**config.mk**
```make
export PLATFORM = sky130hd
export DESIGN_NAME = i2c_slave
export DESIGN_NICKNAME = d
export VERILOG_FILES = /design/src/rtl/i2c_slave.sv
export SDC_FILE = /design/constraint.sdc
export NUM_CORES = 1
export LEC_CHECK = 0
export ABC_AREA = 1
export BUFFER_PORTS_ARGS = -buffer_cell sky130_fd_sc_hd__buf_2
export CORE_MARGIN = 10
export CORE_UTILIZATION = 57
export CTS_CLUSTER_SIZE = 16
export DETAILED_ROUTE_END_ITERATION = 10
export GPL_TIMING_DRIVEN = 0
export PLACE_DENSITY = 0.79
export SLEW_MARGIN = 30
export SYNTH_ARGS = -nofsm -noshare
export SYNTH_HDL_FRONTEND = slang
export SYNTH_SLANG_ARGS = --single-unit
```
**constraint.sdc**
```tcl
create_clock -name clk -period 1.85 [get_ports clk]
set_input_delay 0.0925 -clock clk [delete_from_list [all_inputs] [get_ports clk]]
set_output_delay 0.0925 -clock clk [all_outputs]
set_load 0.05 [all_outputs]
```
**src/rtl/i2c_slave.sv**
```systemverilog
// i2c_slave: oversampled I2C target with 7-bit address match, RX/TX FIFO hooks.
// Optional general-call ACK of address byte 8'h00 via I2C_SLAVE_GENCALL_EN.
//
// Ports:
//   clk, rst          system clock (>=16x SCL), async active-low reset
//   scl_i, sda_i      raw bus lines
//   sda_o             open-drain SDA drive (0 pulls low, 1 releases)
//   data_out/rxff_wr  received byte and one-clk RX FIFO write strobe
//   i_rxff_full       RX FIFO full
//   data_in/txff_rd   TX FIFO head (FWFT) and one-clk read strobe
//   i_txff_empty      TX FIFO empty
//   busy, rw_dir      addressed-transfer flag, latched R/W bit
//   slv_done          one-clk pulse on STOP ending an addressed transfer
module i2c_slave #(
  parameter logic [6:0] SLV_ADDR    = 7'h50,
  parameter int         SYNC_STAGES = 2
) (
  input  logic       clk,
  input  logic       rst,
  input  logic       scl_i,
  input  logic       sda_i,
  output logic       sda_o,
  output logic [7:0] data_out,
  output logic       rxff_wr,
  input  logic       i_rxff_full,
  input  logic [7:0] data_in,
  output logic       txff_rd,
  input  logic       i_txff_empty,
  output logic       busy,
  output logic       rw_dir,
  output logic       slv_done
);

  typedef enum logic [2:0] {
    S_IDLE,
    S_ADDR,
    S_ADDR_ACK,
    S_RX_DATA,
    S_RX_ACK,
    S_TX_DATA,
    S_TX_ACK
  } state_t;

  logic [SYNC_STAGES-1:0] r_scl_sync;
  logic [SYNC_STAGES-1:0] r_sda_sync;
  logic                   r_scl_d;
  logic                   r_sda_d;

  state_t     r_state;
  state_t     w_state_nxt;
  logic [2:0] r_cnt;
  logic [7:0] r_shift;
  logic       r_ph;
  logic       r_nack;
  logic       r_sda_o;
  logic [7:0] r_data;
  logic       r_rxff_wr;
  logic       r_txff_rd;
  logic       r_busy;
  logic       r_rw;
  logic       r_done;

  logic [2:0] w_cnt_nxt;
  logic [7:0] w_shift_nxt;
  logic       w_ph_nxt;
  logic       w_nack_nxt;
  logic       w_sda_o_nxt;
  logic [7:0] w_data_nxt;
  logic       w_rxff_wr_nxt;
  logic       w_txff_rd_nxt;
  logic       w_busy_nxt;
  logic       w_rw_nxt;
  logic       w_done_nxt;

  logic       w_scl;
  logic       w_sda;
  logic       w_scl_rise;
  logic       w_scl_fall;
  logic       w_start;
  logic       w_stop;
  logic [7:0] w_byte;
  logic       w_last;
  logic       w_match;
  logic [7:0] w_tx_byte;
  logic [2:0] w_cnt_m1;

  always_ff @(posedge clk or negedge rst) begin
    if (!rst) begin
      r_scl_sync <= '1;
      r_sda_sync <= '1;
      r_scl_d    <= 1'b1;
      r_sda_d    <= 1'b1;
    end else begin
      r_scl_sync <= {r_scl_sync[SYNC_STAGES-2:0], scl_i};
      r_sda_sync <= {r_sda_sync[SYNC_STAGES-2:0], sda_i};
      r_scl_d    <= w_scl;
      r_sda_d    <= w_sda;
    end
  end

  assign w_scl      = r_scl_sync[SYNC_STAGES-1];
  assign w_sda      = r_sda_sync[SYNC_STAGES-1];
  assign w_scl_rise = w_scl & ~r_scl_d;
  assign w_scl_fall = ~w_scl & r_scl_d;
  // SCL must be high on both samples so an SCL edge is never read as START/STOP
  assign w_start    = w_scl & r_scl_d & r_sda_d & ~w_sda;
  assign w_stop     = w_scl & r_scl_d & ~r_sda_d & w_sda;

  assign w_byte    = {r_shift[6:0], w_sda};
  assign w_last    = (r_cnt == 3'd0);
  assign w_cnt_m1  = r_cnt - 3'd1;
  assign w_tx_byte = i_txff_empty ? 8'hFF : data_in;

`ifdef I2C_SLAVE_GENCALL_EN
  assign w_match = (w_byte[7:1] == SLV_ADDR) | (w_byte == 8'h00);
`else
  assign w_match = (w_byte[7:1] == SLV_ADDR);
`endif

  // state register plus registered outputs/datapath
  always_ff @(posedge clk or negedge rst) begin
    if (!rst) begin
      r_state   <= S_IDLE;
      r_cnt     <= 3'd7;
      r_shift   <= 8'h00;
      r_ph      <= 1'b0;
      r_nack    <= 1'b0;
      r_sda_o   <= 1'b1;
      r_data    <= 8'h00;
      r_rxff_wr <= 1'b0;
      r_txff_rd <= 1'b0;
      r_busy    <= 1'b0;
      r_rw      <= 1'b0;
      r_done    <= 1'b0;
    end else begin
      r_state   <= w_state_nxt;
      r_cnt     <= w_cnt_nxt;
      r_shift   <= w_shift_nxt;
      r_ph      <= w_ph_nxt;
      r_nack    <= w_nack_nxt;
      r_sda_o   <= w_sda_o_nxt;
      r_data    <= w_data_nxt;
      r_rxff_wr <= w_rxff_wr_nxt;
      r_txff_rd <= w_txff_rd_nxt;
      r_busy    <= w_busy_nxt;
      r_rw      <= w_rw_nxt;
      r_done    <= w_done_nxt;
    end
  end

  // next state
  always_comb begin
    w_state_nxt = r_state;
    if (w_start) begin
      w_state_nxt = S_ADDR;
    end else if (w_stop) begin
      w_state_nxt = S_IDLE;
    end else begin
      unique case (r_state)
        S_IDLE: w_state_nxt = S_IDLE;
        S_ADDR:
          if (w_scl_rise && w_last)
            w_state_nxt = w_match ? S_ADDR_ACK : S_IDLE;
        S_ADDR_ACK:
          if (w_scl_fall && r_ph)
            w_state_nxt = r_rw ? S_TX_DATA : S_RX_DATA;
        S_RX_DATA:
          if (w_scl_rise && w_last)
            w_state_nxt = S_RX_ACK;
        S_RX_ACK:
          if (w_scl_fall && r_ph)
            w_state_nxt = r_nack ? S_IDLE : S_RX_DATA;
        S_TX_DATA:
          if (w_scl_fall && w_last)
            w_state_nxt = S_TX_ACK;
        S_TX_ACK:
          if (w_scl_fall)
            w_state_nxt = r_nack ? S_IDLE : S_TX_DATA;
        default: w_state_nxt = S_IDLE;
      endcase
    end
  end

  // outputs and datapath next values
  always_comb begin
    w_cnt_nxt     = r_cnt;
    w_shift_nxt   = r_shift;
    w_ph_nxt      = r_ph;
    w_nack_nxt    = r_nack;
    w_sda_o_nxt   = r_sda_o;
    w_data_nxt    = r_data;
    w_rxff_wr_nxt = 1'b0;
    w_txff_rd_nxt = 1'b0;
    w_busy_nxt    = r_busy;
    w_rw_nxt      = r_rw;
    w_done_nxt    = 1'b0;
    if (w_start) begin
      w_cnt_nxt   = 3'd7;
      w_sda_o_nxt = 1'b1;
      w_ph_nxt    = 1'b0;
    end else if (w_stop) begin
      w_sda_o_nxt = 1'b1;
      w_busy_nxt  = 1'b0;
      w_done_nxt  = r_busy;
    end else begin
      unique case (r_state)
        S_ADDR:
          if (w_scl_rise) begin
            // counter wraps 0 -> 7, ready for the next byte
            w_shift_nxt = w_byte;
            w_cnt_nxt   = w_cnt_m1;
            if (w_last) begin
              w_ph_nxt = 1'b0;
              if (w_match) begin
                w_rw_nxt   = w_byte[0];
                w_busy_nxt = 1'b1;
              end else begin
                w_busy_nxt = 1'b0;
              end
            end
          end
        S_ADDR_ACK:
          if (w_scl_fall) begin
            if (!r_ph) begin
              w_sda_o_nxt = 1'b0;
              w_ph_nxt    = 1'b1;
            end else if (r_rw) begin
              w_shift_nxt   = w_tx_byte;
              w_sda_o_nxt   = w_tx_byte[7];
              w_cnt_nxt     = 3'd7;
              w_txff_rd_nxt = ~i_txff_empty;
            end else begin
              w_sda_o_nxt = 1'b1;
              w_cnt_nxt   = 3'd7;
            end
          end
        S_RX_DATA:
          if (w_scl_rise) begin
            w_shift_nxt = w_byte;
            w_cnt_nxt   = w_cnt_m1;
            if (w_last) begin
              w_ph_nxt = 1'b0;
              if (!i_rxff_full) begin
                w_data_nxt    = w_byte;
                w_rxff_wr_nxt = 1'b1;
                w_nack_nxt    = 1'b0;
              end else begin
                w_nack_nxt = 1'b1;
              end
            end
          end
        S_RX_ACK:
          if (w_scl_fall) begin
            if (!r_ph) begin
              w_sda_o_nxt = r_nack;
              w_ph_nxt    = 1'b1;
            end else begin
              w_sda_o_nxt = 1'b1;
              w_cnt_nxt   = 3'd7;
              if (r_nack)
                w_busy_nxt = 1'b0;
            end
          end
        S_TX_DATA:
          if (w_scl_fall) begin
            // r_cnt holds the index of the bit currently on the bus
            if (w_last) begin
              w_sda_o_nxt = 1'b1;
            end else begin
              w_cnt_nxt   = w_cnt_m1;
              w_sda_o_nxt = r_shift[w_cnt_m1];
            end
          end
        S_TX_ACK:
          if (w_scl_rise) begin
            w_nack_nxt = w_sda;
          end else if (w_scl_fall) begin
            if (r_nack) begin
              w_sda_o_nxt = 1'b1;
              w_busy_nxt  = 1'b0;
            end else begin
              w_shift_nxt   = w_tx_byte;
              w_sda_o_nxt   = w_tx_byte[7];
              w_cnt_nxt     = 3'd7;
              w_txff_rd_nxt = ~i_txff_empty;
            end
          end
        default: ;
      endcase
    end
  end

  assign sda_o    = r_sda_o;
  assign data_out = r_data;
  assign rxff_wr  = r_rxff_wr;
  assign txff_rd  = r_txff_rd;
  assign busy     = r_busy;
  assign rw_dir   = r_rw;
  assign slv_done = r_done;

endmodule
```
==> flow_summary.json <==
{
  "netSwitchingFraction_pct": 34.5,
  "antenna_found_initial": 0,
  "ys_ff_latch": 36,
  "fillerInstances": 337,
  "reg2reg_to": "r_cnt[0]",
  "cts.sinks": 36,
  "cp_cell_sequence": "inv_2 -> ha_2 -> nand2_2 -> o21ai_0 -> nand2_1 -> nand2_1 -> nor2_2 -> nand2_1 -> nand2_1 -> nand2_1",
  "powerDensity_mw_per_mm2": 881,
  "postPlaceCellArea_mm2": 0.00233,
  "syn_area_mm2": 0.00213,
  "drive_gt1_share_pct": 22.6,
  "grt_max_degree": 37,
  "max_slew_margin_pct": 47.8,
  "nNetsFinal": 347,
  "num_vias": 2067,
  "core_area_mm2": 0.00363,
  "use_met3_pct": 4.53,
  "crit_path_end": "r_cnt[0]",
  "grt_pass1_wl_um": 9160,
  "setup_viol": 0,
  "layout_min_cycle_time_ns": 1.71,
  "design_area_mm2": 0.00249,
  "htree_levels": 2,
  "routed_wl_um": 5290,
  "clk_path_buf_depth": 2,
  "drc": 0,
  "fp.dieH_um": 81.2,
  "synth-edff-count": 0,
  "port_buffers": 27,
  "reg2reg_depth": 10,
  "ant_nets": 0,
  "use_met2_pct": 29.9,
  "hold_path_class": "in -> reg",
  "clkPwrFrac_pct": 26.7,
  "numCtsBuffers": 5,
  "async_flop_share_pct": 100,
  "crit_required_ns": 2.08,
  "cts.clk_slew.worst_paths_ns": 0.07,
  "tightest_slew_ns": 0.782,
  "vdd_drop_max_mv": 0.746,
  "met1_usage_pct": 19.9,
  "gp_congestion": 0.935,
  "postSynthCellCount": 291,
  "overflow": 0,
  "p_leak_nw": 1.31,
  "first_pass_iters": 4,
  "ys_seq_area_share_pct": 42.8,
  "power.switching_w": 0.000757,
  "initial_core_util_pct": 58.7,
  "finClkSkew_ns": 0.00312,
  "first_global_vias": 2014,
  "dieArea_mm2": 0.00659,
  "clk_latency_ns": 0.29,
  "p_comb_share_pct": 27.9,
  "slew_viol_final": 0,
  "start_kind": "register",
  "critPathArrivalTime_ns": 1.93,
  "antennaDiodeCount": 0,
  "drt_first_iter_violations": 150,
  "crit_start": "r_cnt[0]",
  "timing.setup.tns_ns": 0,
  "root_buffer": "clkbuf_8",
  "die_x_um": 81.2,
  "syn_avg_cell_area_um2": 7.34,
  "critical_path.endpoint_type": "register",
  "p_int_w": 0.00144,
  "max_stage_delay_ns": 0.58,
  "rows": 22,
  "crit_top_cell": "nand2_1",
  "synth_ff_type": "dfrtp_1",
  "design.portCount": 28,
  "grt_most_used_layer": "met2",
  "wl_per_cell_um": 13.9,
  "synth.net_count": 307,
  "crit_fanout": 6,
  "area_growth_pct": 16.7,
  "grt_util_all_layers_pct": 17.5,
  "status": "finished, final reports clean",
  "synth_cell_types": 30,
  "dpl.hpwl_um": 3970,
  "r2r_start": "r_cnt[0]",
  "viasPerCell": 5.44,
  "hold_viol_final": 0,
  "cts_tree": "built",
  "max-cap-violations": 0,
  "period_share_pct": 92.4,
  "crit_type": "reg -> reg",
  "max_clock_freq_mhz": 585,
  "seqPwrFrac_pct": 45.4,
  "yosysWarnings": 0,
  "reg2reg_slack_ns": 0.14,
  "slowest_stage": "dfstp_2"
}
==> layout make-up <==
type	count	area, µm²	area share, %
multi-input cells	214	1060	42.5
clock buffers	7	86.3	3.47
flip-flops and latches	36	913	36.7
plain buffers	4	33.8	1.36
inverters	37	141	5.68
clock inverters	1	7.51	0.301
well taps	48	60.1	2.41
repair buffers	33	190	7.63
==> worst max-delay path, delay by kind of cell, from the launching register on <==
family / cells / cell delay [ns]
fa+ha+maj: 1 / 0.22
compound gates: 1 / 0.10
buf+inv: 1 / 0.08
simple gates: 7 / 0.65
flops: 1 / 0.58
==> power groups by stage <==
| stage | Sequential (W) | Combinational (W) | Clock (W) |
|---|---|---|---|
| after floorplan | 0.00101 | 0.000401 | 0 |
| after global placement | 0.00101 | 0.000539 | 0 |
| after detailed placement | 0.00101 | 0.000551 | 0 |
| after CTS | 0.000996 | 0.000576 | 0.000592 |
| after global routing | 0.00101 | 0.000689 | 0.000628 |
| final | 0.000996 | 0.000612 | 0.000587 |
==> Yosys cell counts (3+ instances only) <==
library cell / number / area [µm²]
nand3_2: 3 / 30.0
nor3_1: 3 / 15.0
dfstp_2: 10 / 263
inv_1: 33 / 124
nor2_4: 3 / 33.8
nor2_1: 22 / 82.6
nor2_2: 4 / 25.0
nand3_1: 34 / 170
dfrtp_1: 26 / 651
nand4_1: 4 / 25.0
a21oi_1: 6 / 30.0
nand2_1: 90 / 338
o21ai_1: 5 / 25.0
o21ai_0: 27 / 135
inv_2: 3 / 11.3
==> state kept, by name, indices dropped and copies added, names as in the netlist, 2 cells and up <==
register	flops
r_scl_sync	2
r_shift	8
data_out	8
r_state	3
r_sda_sync	2
r_cnt	3
==> how the worst min path moves through the flow <==
stage	start	slack, ns	end	cells after the start
after global placement	scl_i	0.20	r_scl_sync[0]	1
final	data_in[4]	0.17	r_shift[4]	5
after detailed placement	sda_i	0.20	r_sda_sync[0]	1
after floorplan	rst	-0.20	busy	0
after CTS	data_in[1]	0.16	r_shift[1]	5
after global routing	data_in[1]	0.20	r_shift[1]	5
==> logic make-up (layout without fill, tap and decap cells) <==
kind of cell | Yosys count | after routing | synth area share, %
buffers and inverters | 41 | 82 | 8.21
adder cells (fa/ha/maj) | 2 | 2 | 1.17
AO/OA/AOI/OAI | 43 | 43 | 10.7
AND/OR/NAND/NOR | 167 | 167 | 36.3
XOR/XNOR | 2 | 2 | 0.821
flip-flops | 36 | 36 | 42.8
==> cells in the final DEF (no fill, tap or decap), types with 4 or more instances in the layout <==
| master | instances |
|---|---|
| buf_2 | 27 |
| o21ai_0 | 27 |
| nand2_1 | 87 |
| nand3_1 | 34 |
| dfstp_2 | 10 |
| dfrtp_1 | 26 |
| dlygate4sd3_1 | 4 |
| nor2_2 | 5 |
| o21ai_1 | 5 |
| inv_1 | 32 |
| nand4_1 | 4 |
| a21oi_1 | 6 |
| nor2_1 | 21 |
| clkbuf_8 | 6 |
| inv_2 | 4 |
| nand2_2 | 4 |
==> layer usage <==
layer	vias to the layer above	part of all wire, %
met4	0	2.8
met3	17	7.4
met2	81	49
met5	-	0
met1	951	41
li1	1018	-
==> per-stage QoR <==
stage | total power, W | worst slack [ns] | instances | util, % | hold slack [ns]
6_report | 0.00219 | 0.141 | 380 | 68.6 | 0.166
5_1_grt | 0.00232 | -0.0128 | 380 | 68.6 | 0.197
4_1_cts | 0.00216 | 0.0357 | 378 | 67.9 | 0.160
3_5_place_dp | 0.00156 | -0.0620 | 366 | 64.1 | 0.200
3_3_place_gp | 0.00155 | -0.0331 | 366 | 64.1 | 0.197
2_1_floorplan | 0.00141 | 0.228 | 291 | - | -0.203
==> timing repair <==
item / in CTS / in global routing
resized for setup: 2 / 4
hold endpoints to repair: 29 / 0
setup buffers: 0 / 2
pin swaps: 0 / 0
setup endpoints to repair: 6 / 12
hold buffers: 4 / 0
Note: power is estimated with default switching activity, not from simulation.
